<file path="src/rtl/seq_chunk_adder_if.sv">
// Handshake and data bundle for seq_chunk_adder: operand side (in_*) and result side (out_*).
// The slave modport is the adder; the master modport is the producer/consumer around it.
interface seq_chunk_adder_if #(
    parameter int WIDTH = 25
);
    logic             in_valid;
    logic             in_ready;
    logic [WIDTH-1:0] a;
    logic [WIDTH-1:0] b;
    logic             c_in;
    logic             sub;
    logic             out_valid;
    logic             out_ready;
    logic [WIDTH-1:0] sum;
    logic             c_out;
    logic             ovf;

    modport master (
        output in_valid, a, b, c_in, sub, out_ready,
        input  in_ready, out_valid, sum, c_out, ovf
    );

    modport slave (
        input  in_valid, a, b, c_in, sub, out_ready,
        output in_ready, out_valid, sum, c_out, ovf
    );
endinterface

</file>
<file path="src/rtl/seq_chunk_adder.sv">
// Multi-cycle add/subtract: one CHUNK-bit slice per clock through a registered carry.
//   state  | meaning
//   IDLE   | waiting for operands, in_ready=1
//   RUN    | adding slice idx, sum built up slice by slice
//   DONE   | result held until out_ready
module seq_chunk_adder #(
    parameter int WIDTH = 25,
    parameter int CHUNK = 9
) (
    input  logic               clk,
    input  logic               reset_n,
    seq_chunk_adder_if.slave   bus
);
    localparam int NCHUNK = (WIDTH + CHUNK - 1) / CHUNK;
    localparam int LAST   = WIDTH - (NCHUNK - 1) * CHUNK;
    localparam int IDXW   = (NCHUNK > 1) ? $clog2(NCHUNK) : 1;
    localparam int WW     = WIDTH + CHUNK;
    localparam int CW     = CHUNK + 1;

    localparam logic [1:0] S_IDLE = 2'd0;
    localparam logic [1:0] S_RUN  = 2'd1;
    localparam logic [1:0] S_DONE = 2'd2;

    localparam logic [CHUNK-1:0] MASK = '1;

    logic [1:0]       state;
    logic [IDXW-1:0]  idx;
    logic             carry;
    logic [WIDTH-1:0] a_r;
    logic [WIDTH-1:0] b_r;
    logic [WIDTH-1:0] sum_r;
    logic             c_out_r;
    logic             ovf_r;

    int               sh;
    logic [CHUNK-1:0] a_sl;
    logic [CHUNK-1:0] b_sl;
    logic [CHUNK:0]   slice;
    logic [WIDTH-1:0] sum_next;
    logic             is_last;
    logic             last_cout;
    logic             last_cin;

    // Bits above WIDTH shift in as zero, so the partial last slice adds only its low LAST bits.
    always_comb begin
        sh        = int'(idx) * CHUNK;
        a_sl      = CHUNK'(a_r >> sh);
        b_sl      = CHUNK'(b_r >> sh);
        slice     = {1'b0, a_sl} + {1'b0, b_sl} + CW'(carry);
        sum_next  = WIDTH'((WW'(sum_r) & ~(WW'(MASK) << sh)) | (WW'(slice[CHUNK-1:0]) << sh));
        is_last   = (idx == IDXW'(NCHUNK - 1));
        last_cout = slice[LAST];
        last_cin  = a_sl[LAST-1] ^ b_sl[LAST-1] ^ slice[LAST-1];
    end

    always_ff @(posedge clk) begin
        if (!reset_n) begin
            state   <= S_IDLE;
            idx     <= '0;
            carry   <= 1'b0;
            a_r     <= '0;
            b_r     <= '0;
            sum_r   <= '0;
            c_out_r <= 1'b0;
            ovf_r   <= 1'b0;
        end else begin
            case (state)
                S_IDLE: begin
                    if (bus.in_valid) begin
                        a_r   <= bus.a;
                        b_r   <= bus.b ^ {WIDTH{bus.sub}};
                        carry <= bus.c_in ^ bus.sub;
                        idx   <= '0;
                        state <= S_RUN;
                    end
                end
                S_RUN: begin
                    sum_r <= sum_next;
                    carry <= slice[CHUNK];
                    if (is_last) begin
                        c_out_r <= last_cout;
                        ovf_r   <= last_cout ^ last_cin;
                        state   <= S_DONE;
                    end else begin
                        idx <= idx + IDXW'(1);
                    end
                end
                S_DONE: begin
                    if (bus.out_ready) state <= S_IDLE;
                end
                default: state <= S_IDLE;
            endcase
        end
    end

    assign bus.in_ready  = (state == S_IDLE);
    assign bus.out_valid = (state == S_DONE);
    assign bus.sum       = sum_r;
    assign bus.c_out     = c_out_r;
    assign bus.ovf       = ovf_r;
endmodule

</file>
<file path="src/flat_wrapper.sv">
// flat-port wrapper written by rule: the top's interface ports become plain ports
module seq_chunk_adder_flat 
#(
    parameter int WIDTH = 25,
    parameter int CHUNK = 9
)
  (clk, reset_n, bus_in_valid, bus_a, bus_b, bus_c_in, bus_sub, bus_out_ready, bus_in_ready, bus_out_valid, bus_sum, bus_c_out, bus_ovf);
  seq_chunk_adder_if #(.WIDTH(WIDTH)) bus_i ();
  input  logic clk;
  input  logic reset_n;
  input wire logic [$bits(bus_i.in_valid)-1:0] bus_in_valid;
  input wire logic [$bits(bus_i.a)-1:0] bus_a;
  input wire logic [$bits(bus_i.b)-1:0] bus_b;
  input wire logic [$bits(bus_i.c_in)-1:0] bus_c_in;
  input wire logic [$bits(bus_i.sub)-1:0] bus_sub;
  input wire logic [$bits(bus_i.out_ready)-1:0] bus_out_ready;
  output wire logic [$bits(bus_i.in_ready)-1:0] bus_in_ready;
  output wire logic [$bits(bus_i.out_valid)-1:0] bus_out_valid;
  output wire logic [$bits(bus_i.sum)-1:0] bus_sum;
  output wire logic [$bits(bus_i.c_out)-1:0] bus_c_out;
  output wire logic [$bits(bus_i.ovf)-1:0] bus_ovf;
  assign bus_i.in_valid = bus_in_valid;
  assign bus_i.a = bus_a;
  assign bus_i.b = bus_b;
  assign bus_i.c_in = bus_c_in;
  assign bus_i.sub = bus_sub;
  assign bus_i.out_ready = bus_out_ready;
  assign bus_in_ready = bus_i.in_ready;
  assign bus_out_valid = bus_i.out_valid;
  assign bus_sum = bus_i.sum;
  assign bus_c_out = bus_i.c_out;
  assign bus_ovf = bus_i.ovf;
  seq_chunk_adder #(.WIDTH(WIDTH), .CHUNK(CHUNK)) u_core (.clk(clk), .reset_n(reset_n), .bus(bus_i));
endmodule
</file>
<file path="config.mk">
export PLATFORM = sky130hd
export DESIGN_NAME = seq_chunk_adder_flat
export DESIGN_NICKNAME = d
export VERILOG_FILES = /design/src/rtl/seq_chunk_adder_if.sv /design/src/rtl/seq_chunk_adder.sv /design/src/flat_wrapper.sv
export SDC_FILE = /design/constraint.sdc
export NUM_CORES = 1
export LEC_CHECK = 0
export ABC_AREA = 1
export CORE_MARGIN = 4
export CORE_UTILIZATION = 51
export DETAILED_ROUTE_END_ITERATION = 8
export GPL_TIMING_DRIVEN = 1
export HOLD_SLACK_MARGIN = 0.15
export MAX_ROUTING_LAYER = met4
export PLACE_DENSITY = 0.8
export SETUP_SLACK_MARGIN = 0.5
export SYNTH_ARGS = -nofsm -noshare
export SYNTH_HDL_FRONTEND = slang
export SYNTH_SLANG_ARGS = --single-unit
</file>
<file path="constraint.sdc">
create_clock -name clk -period 3.32 [get_ports clk]
set_input_delay 0.498 -clock clk [delete_from_list [all_inputs] [get_ports clk]]
set_output_delay 0.498 -clock clk [all_outputs]
set_load 0.05 [all_outputs]
</file>
======== Word-level counts from Yosys, hierarchy flattened ========
Index checks and enable logic that the tools add are counted.
storage, ports and cells
  output and inout bits ................... 29
  word-level logic and storage cells ...... 47
  input bits .............................. 56
  bits in registers ....................... 82
cells by class
  add/subtract/negate cells ............... 3
  bitwise operators ....................... 8
  eq/ne operators ......................... 7
  shifts and indexed selects .............. 4
  multiply operators ...................... 1
  reductions and logical operators ........ 7
  muxes and demuxes ....................... 9
operators with widths
  kind                                                                 count
  25-bit by 32-bit right shift with 9-bit output                       2
  9-bit by 32-bit left shift with 25-bit output                        1
  9-bit by 32-bit left shift with 25-bit output, first input constant  1
  25-bit bitwise AND                                                   1
  25-bit inverter                                                      1
  25-bit bitwise OR                                                    1
  25-bit XOR                                                           1
  10-bit by 1-bit adder with 10-bit output                             1
  9-bit by 9-bit adder with 10-bit output                              1
  2-bit 2-to-1 mux                                                     5
  2-bit by 4-bit multiplier with 6-bit output, second input constant   1
  2-bit != test, second input constant                                 3
  2-bit case mux with 3 select lines                                   1
  2-bit AND reduction                                                  3
  3-bit AND reduction                                                  2
  2-bit == test, second input constant                                 2
  2-bit case mux with 2 select lines                                   1
  1-bit XOR                                                            4
  2-bit by 1-bit adder with 2-bit output, second input constant        1
  2-bit by 1-bit == test with 1-bit output, second input constant      1
  2-bit zero test                                                      1
  2-bit by 1-bit != test with 1-bit output, second input constant      1
  1-bit case mux with 2 select lines                                   1
  2-bit nonzero test                                                   1
  1-bit 2-to-1 mux                                                     1

======== Logic depth before layout (Yosys ltp) ========
  depth in word-level cells ............... 6
  mapped depth ............................ 16
  mapped depth without buffers ............ 14

======== Least setup slack after synthesis ========
OpenSTA, ideal clock, no wires.
  path kind ............................... register to register
  start ................................... register u_core.idx[1]
  end ..................................... register u_core.sum_r[24] (netlist: u_core.bus.sum[24])
  arrival time ............................ 2.168 ns
  setup slack ............................. 1.016 ns
  buffers on the path ..................... 1
  stages on the path, launching flop included .. 13
  data required time ...................... 3.183 ns
  period minus slack after synthesis ...... 2.304 ns
  library setup time ...................... 0.137 ns
  cell sequence ........................... dfxtp_1 inv_2 buf_1 nand3_1 nand3_1 fa_1 fa_1 nand4_1 inv_1 nor2_1 nand2_1 nand3_1 a21oi_1
between the ends
  word-level cells in the longest chain between the ends .. 6
  elaborated cells between the ends (all ways) .. 10
  those cells by class .................... add/sub: 2; mul: 1; shift: 4; bitwise: 3
ends and longest elaborated chain
  element                                                                   line                                          text
  start: declaration                                                        seq_chunk_adder.sv:27                         logic [IDXW-1:0] idx;
  start signal: assignment                                                  seq_chunk_adder.sv:85                         idx <= idx + IDXW'(1);
  2-bit by 4-bit multiplier with 6-bit output *                             seq_chunk_adder.sv:46                         sh = int'(idx) * CHUNK;
  25-bit by 32-bit right shift with 9-bit output, on equally long branches  seq_chunk_adder.sv:47, seq_chunk_adder.sv:48
  9-bit by 9-bit adder with 10-bit output                                   seq_chunk_adder.sv:49                         slice = {1'b0, a_sl} + {1'b0, b_sl} + CW'(carry);
  10-bit by 1-bit adder with 10-bit output                                  seq_chunk_adder.sv:49
  9-bit by 32-bit left shift with 25-bit output                             seq_chunk_adder.sv:50                         sum_next = WIDTH'((WW'(sum_r) & ~(WW'(MASK) << sh)) | (WW'(slice[CHUNK-1:0]) << sh));
  25-bit bitwise OR *                                                       seq_chunk_adder.sv:50
  end signal: assignment                                                    seq_chunk_adder.sv:78                         sum_r <= sum_next;
  end: declaration                                                          seq_chunk_adder.sv:31                         logic [WIDTH-1:0] sum_r;
Every way passes the cells marked *; elsewhere a longest branch is shown, timed or not.
A chain may end at the register's enable or synchronous reset.

======== Final worst setup path ========
  start ................................... register u_core.idx[1]
  end ..................................... register u_core.sum_r[6] (netlist: u_core.bus.sum[6])
Same word-level chain as after synthesis.

==> report_table.html <==
<table>
<tr><th>Metric</th><th>Value</th></tr>
<tr><th colspan="2">Global route</th></tr>
<tr><td>Global-route wire length before repair</td><td>16.6 mm</td></tr>
<tr><td>GR met3 Demand/Resource</td><td>3.88%</td></tr>
<tr><td>Largest net degree at the start of global routing</td><td>64</td></tr>
<tr><td>Most Used Layer, Global Route</td><td>met2</td></tr>
<tr><td>Number of global-route vias before repair</td><td>3570</td></tr>
<tr><td>GR Layer Usage met1</td><td>27.0%</td></tr>
<tr><td>Antenna violations before repair</td><td>0</td></tr>
<tr><td>Met2 capacity usage during global routing</td><td>35.9%</td></tr>
<tr><td>Total routing resource utilization after global routing</td><td>21.7%</td></tr>
<tr><td>Total gr overflow</td><td>0</td></tr>
<tr><th colspan="2">Floorplan</th></tr>
<tr><td>Floorplan core area</td><td>7770 sq um</td></tr>
<tr><td>Starting utilization of the core area</td><td>52.5%</td></tr>
<tr><td>Die boundary height</td><td>97.4 um</td></tr>
<tr><td>Rows</td><td>32</td></tr>
<tr><td>Total I/O pin count</td><td>85</td></tr>
<tr><td>Overall die width</td><td>97.4 um</td></tr>
<tr><td>Die area</td><td>9490 sq um</td></tr>
<tr><th colspan="2">CTS</th></tr>
<tr><td>Cts bufs inserted</td><td>9</td></tr>
<tr><td>Clock input transition at the sequential cells of the worst setup and hold paths</td><td>0.08 ns</td></tr>
<tr><td>CTS tree</td><td>built</td></tr>
<tr><td>Later-pin clock latency in the skew report</td><td>0.35 ns</td></tr>
<tr><td>Clock sink count</td><td>82</td></tr>
<tr><td>Total setup buffers inserted after CTS</td><td>0</td></tr>
<tr><td>Level count of the clock H-tree</td><td>3</td></tr>
<tr><td>CTS root buf</td><td>clkbuf_8</td></tr>
<tr><td>Maximum number of buffers from clock root to sink</td><td>2</td></tr>
<tr><th colspan="2">Detailed routing</th></tr>
<tr><td>Post-route antenna net violation count</td><td>0</td></tr>
<tr><td>Number of DRC violations after detailed-routing iteration 0</td><td>178</td></tr>
<tr><td>Routed wire per std cell</td><td>14.2 um</td></tr>
<tr><td>Average vias per placed instance</td><td>5.27</td></tr>
<tr><td>Post-route DRC</td><td>0</td></tr>
<tr><td>Initial DRT Pass Iterations</td><td>5</td></tr>
<tr><td>Via count</td><td>3713</td></tr>
<tr><td>Final routed wirelength across all metal layers</td><td>10.0 mm</td></tr>
<tr><th colspan="2">STA</th></tr>
<tr><td>Worst setup skew after layout</td><td>0.0107 ns</td></tr>
<tr><td>Fin Setup TNS</td><td>0 ns</td></tr>
<tr><td>Minimum hold slack</td><td>0.462 ns</td></tr>
<tr><td>Worst-Margin Slew</td><td>0.870 ns</td></tr>
<tr><td>Max-slew violations</td><td>0</td></tr>
<tr><td>Number of setup violations in the final report</td><td>0</td></tr>
<tr><td>Fin crit period</td><td>2.53 ns</td></tr>
<tr><td>Hold Vio Cnt, Final</td><td>0</td></tr>
<tr><td>Final Cycle Share</td><td>76.2%</td></tr>
<tr><td>Slew headroom</td><td>41.8%</td></tr>
<tr><td>Setup repair after global routing missed its margin</td><td>no</td></tr>
<tr><td>Maximum achievable frequency</td><td>0.396 GHz</td></tr>
<tr><th colspan="2">Synth</th></tr>
<tr><td>Post-synthesis sequential area ratio</td><td>40.3%</td></tr>
<tr><td>Leading register cell type out of synthesis</td><td>dfxtp_1</td></tr>
<tr><td>Most numerous cell in the Yosys netlist</td><td>nand2_1</td></tr>
<tr><td>Share of the synthesized netlist area taken by xor and xnor gates</td><td>6.01%</td></tr>
<tr><td>Commonest cells in the synthesized netlist</td><td>nand2_1 (91), dfxtp_1 (82), nor2_1 (67)</td></tr>
<tr><td>Dominant combinational cell family by area after synthesis</td><td>simple AND/OR/NAND/NOR gates</td></tr>
<tr><td>Adder-Cell Fraction of Synth Area</td><td>4.36%</td></tr>
<tr><td>Leading area contributor after synthesis</td><td>dfxtp_1</td></tr>
<tr><td>Mux share of post-synthesis cell area</td><td>0%</td></tr>
<tr><td>Top cells by area, synth</td><td>dfxtp_1 (40%), nand2_1 (8.4%), nor2_1 (6.2%), a21oi_1 (5.6%), nand3_1 (4.4%)</td></tr>
<tr><td>Number of flops mapped to enable cells by yosys</td><td>0</td></tr>
<tr><td>Yosys top cell area share</td><td>40.3%</td></tr>
<tr><td>Post-Synthesis Net Count</td><td>596</td></tr>
<tr><td>Count of unique library cells instantiated by Yosys</td><td>40</td></tr>
<tr><td>Syn Std Cell Area</td><td>4080 sq um</td></tr>
<tr><td>Simple-gate area share of the yosys netlist</td><td>24.2%</td></tr>
<tr><td>Average footprint of a synthesized cell</td><td>7.74 sq um</td></tr>
<tr><td>Proportion of register bits with asynchronous set or reset after synthesis</td><td>0%</td></tr>
<tr><td>Fraction of the mapped netlist area in compound gates</td><td>17.1%</td></tr>
<tr><td>Count of synthesis-stage warnings from yosys</td><td>0</td></tr>
<tr><td>Post-synthesis cell count</td><td>527</td></tr>
<tr><td>Synthesis-stage register bit count</td><td>82</td></tr>
<tr><th colspan="2">Worst setup path</th></tr>
<tr><td>Critical path data arrival time</td><td>2.76 ns</td></tr>
<tr><td>Largest fanout on the critical path</td><td>15</td></tr>
<tr><td>Path depth of the worst reg2reg path</td><td>11</td></tr>
<tr><td>Worst Setup EP</td><td>u_core.bus.sum[6]</td></tr>
<tr><td>Type of the worst setup path</td><td>register to register</td></tr>
<tr><td>Kind of start point of the critical path</td><td>register</td></tr>
<tr><td>Terminus of the critical flop-to-flop path</td><td>u_core.bus.sum[6]</td></tr>
<tr><td>Setup crit end kind</td><td>register</td></tr>
<tr><td>Worst setup path startpoint</td><td>u_core.idx[1]</td></tr>
<tr><td>Worst reg2reg startpoint</td><td>u_core.idx[1]</td></tr>
<tr><td>Register-to-register setup slack</td><td>0.79 ns</td></tr>
<tr><td>Required time at the worst-slack endpoint</td><td>3.55 ns</td></tr>
<tr><th colspan="2">Finish</th></tr>
<tr><td>Area growth from synthesis to layout</td><td>25.6%</td></tr>
<tr><td>Post-route standard cell area excluding fillers</td><td>5120 sq um</td></tr>
<tr><td>Post-layout net count</td><td>669</td></tr>
<tr><td>Share of cells above drive strength 1</td><td>9.78%</td></tr>
<tr><td>Number of antenna repair diodes</td><td>0</td></tr>
<tr><td>Count of filler cells inserted in the layout</td><td>686</td></tr>
<tr><th colspan="2">Pwr</th></tr>
<tr><td>Maximum vdd drop</td><td>0.283 mV</td></tr>
<tr><td>Total Power</td><td>2.58 mW</td></tr>
<tr><td>P per Cell Area</td><td>503 nW/um^2</td></tr>
<tr><td>Static Leakage</td><td>2.08 nW</td></tr>
<tr><th colspan="2">Hold path</th></tr>
<tr><td>Class of the most critical hold timing path</td><td>register to register</td></tr>
<tr><th colspan="2">Placed design</th></tr>
<tr><td>Placed wire-length estimate</td><td>7.41 mm</td></tr>
<tr><td>Number of buffer cells added on primary ports</td><td>84</td></tr>
<tr><td>Global placer's final weighted congestion</td><td>0.898</td></tr>
<tr><td>Area after DPL</td><td>4920 sq um</td></tr>
<tr><th colspan="2">Outcome</th></tr>
<tr><td>Status</td><td>completed</td></tr>
<tr><th colspan="2">Job</th></tr>
<tr><td>Max-Cap Viols</td><td>0</td></tr>
</table>
area by class of cell:
type,count,area [sq um],area share (%)
Multi-Input combinational cell,375,2110,41.3
Tap cell,102,128,2.49
Timing Repair Buffer,88,871,17.0
Clock inverter,4,52.6,1.03
Sequential cell,82,1650,32.1
Clock buffer,10,138,2.69
Inverter,44,175,3.42
metal layers:
metal	up-vias	wire length, um
met4	0	172
met1	1715	4400
li1	1869	-
met5	-	0
met2	112	4940
met3	17	520
report_power, final:
group          switching (mW)  total [mW]  internal [mW]
Clock                   0.353       0.715          0.362
Sequential             0.0555        1.13           1.07
Combinational           0.456       0.736          0.280
worst max-delay path, cell delays in order (launching register included):
cell	delay (ns)
dfxtp_1	0.45
inv_4	0.14
nand2_4	0.16
o221ai_1	0.16
fa_1	0.45
fa_1	0.46
nand4_1	0.15
inv_1	0.05
nor2_1	0.14
nand2_1	0.11
nand3_1	0.08
a21oi_1	0.06
repair_timing:
item,CTS,global route
resized for setup,1,4
hold endpoints to repair,0,0
hold buffers,0,0
setup endpoints to repair,8,6
state kept, by name, indices dropped and copies added, names as in the netlist:
name and cells:
u_core.b_r 25, u_core.state 2, u_core.bus.sum 25, u_core.bus.ovf 1
u_core.a_r 25, u_core.idx 2, u_core.bus.c_out 1, u_core.carry 1
cell usage in the layout, fill, tap and decap left out, types with 2 or more instances in the layout:
cell / synthesis / routed
nand2_1: 91 / 91
clkdlybuf4s50_1: 0 / 84
dfxtp_1: 82 / 81
nor2_1: 67 / 67
a21oi_1: 46 / 46
nand3_1: 36 / 36
inv_1: 35 / 35
o21ai_0: 29 / 29
xor2_1: 20 / 20
o21ai_1: 16 / 16
ha_1: 11 / 11
clkbuf_8: 0 / 10
xnor2_1: 8 / 8
o221ai_1: 7 / 7
a211oi_2: 7 / 7
nand2_2: 5 / 5
inv_2: 5 / 4
nor2_4: 3 / 4
inv_4: 3 / 4
buf_4: 4 / 4
nand2_4: 3 / 3
a21oi_2: 3 / 3
o22ai_1: 2 / 2
or2_4: 2 / 2
nand4_1: 2 / 2
o21ai_2: 2 / 2
o21a_1: 2 / 2
nand3_2: 2 / 2
fa_1: 2 / 2
kinds of logic (layout without fill, tap and decap cells):
kind of cell | after synthesis | after routing
buf+inv | 70 | 146
compound gates | 117 | 117
fa+ha+maj | 13 | 13
flops | 82 | 82
simple gates | 217 | 217
xor+xnor | 28 | 28
worst min path at each step:
stage	startpoint	to	slack (ns)	depth (start not counted)
6_report	u_core.b_r[16]	u_core.b_r[16]	0.46	2
4_1_cts	u_core.b_r[16]	u_core.b_r[16]	0.46	2
3_5_place_dp	u_core.b_r[17]	u_core.b_r[17]	0.45	2
3_3_place_gp	u_core.b_r[17]	u_core.b_r[17]	0.45	2
2_1_floorplan	u_core.b_r[0]	u_core.b_r[0]	0.43	2
5_1_grt	u_core.b_r[0]	u_core.b_r[0]	0.48	2
per-stage QoR:
stage	std cells	setup slack, ns	utilization [%]
after floorplan	527	1.02	-
after global placement	691	0.528	63.4
after detailed placement	691	0.450	63.4
after CTS	705	0.700	65.8
after global routing	705	0.599	65.9
final	705	0.792	65.9
No activity file was read; power rests on OpenSTA's default activity.
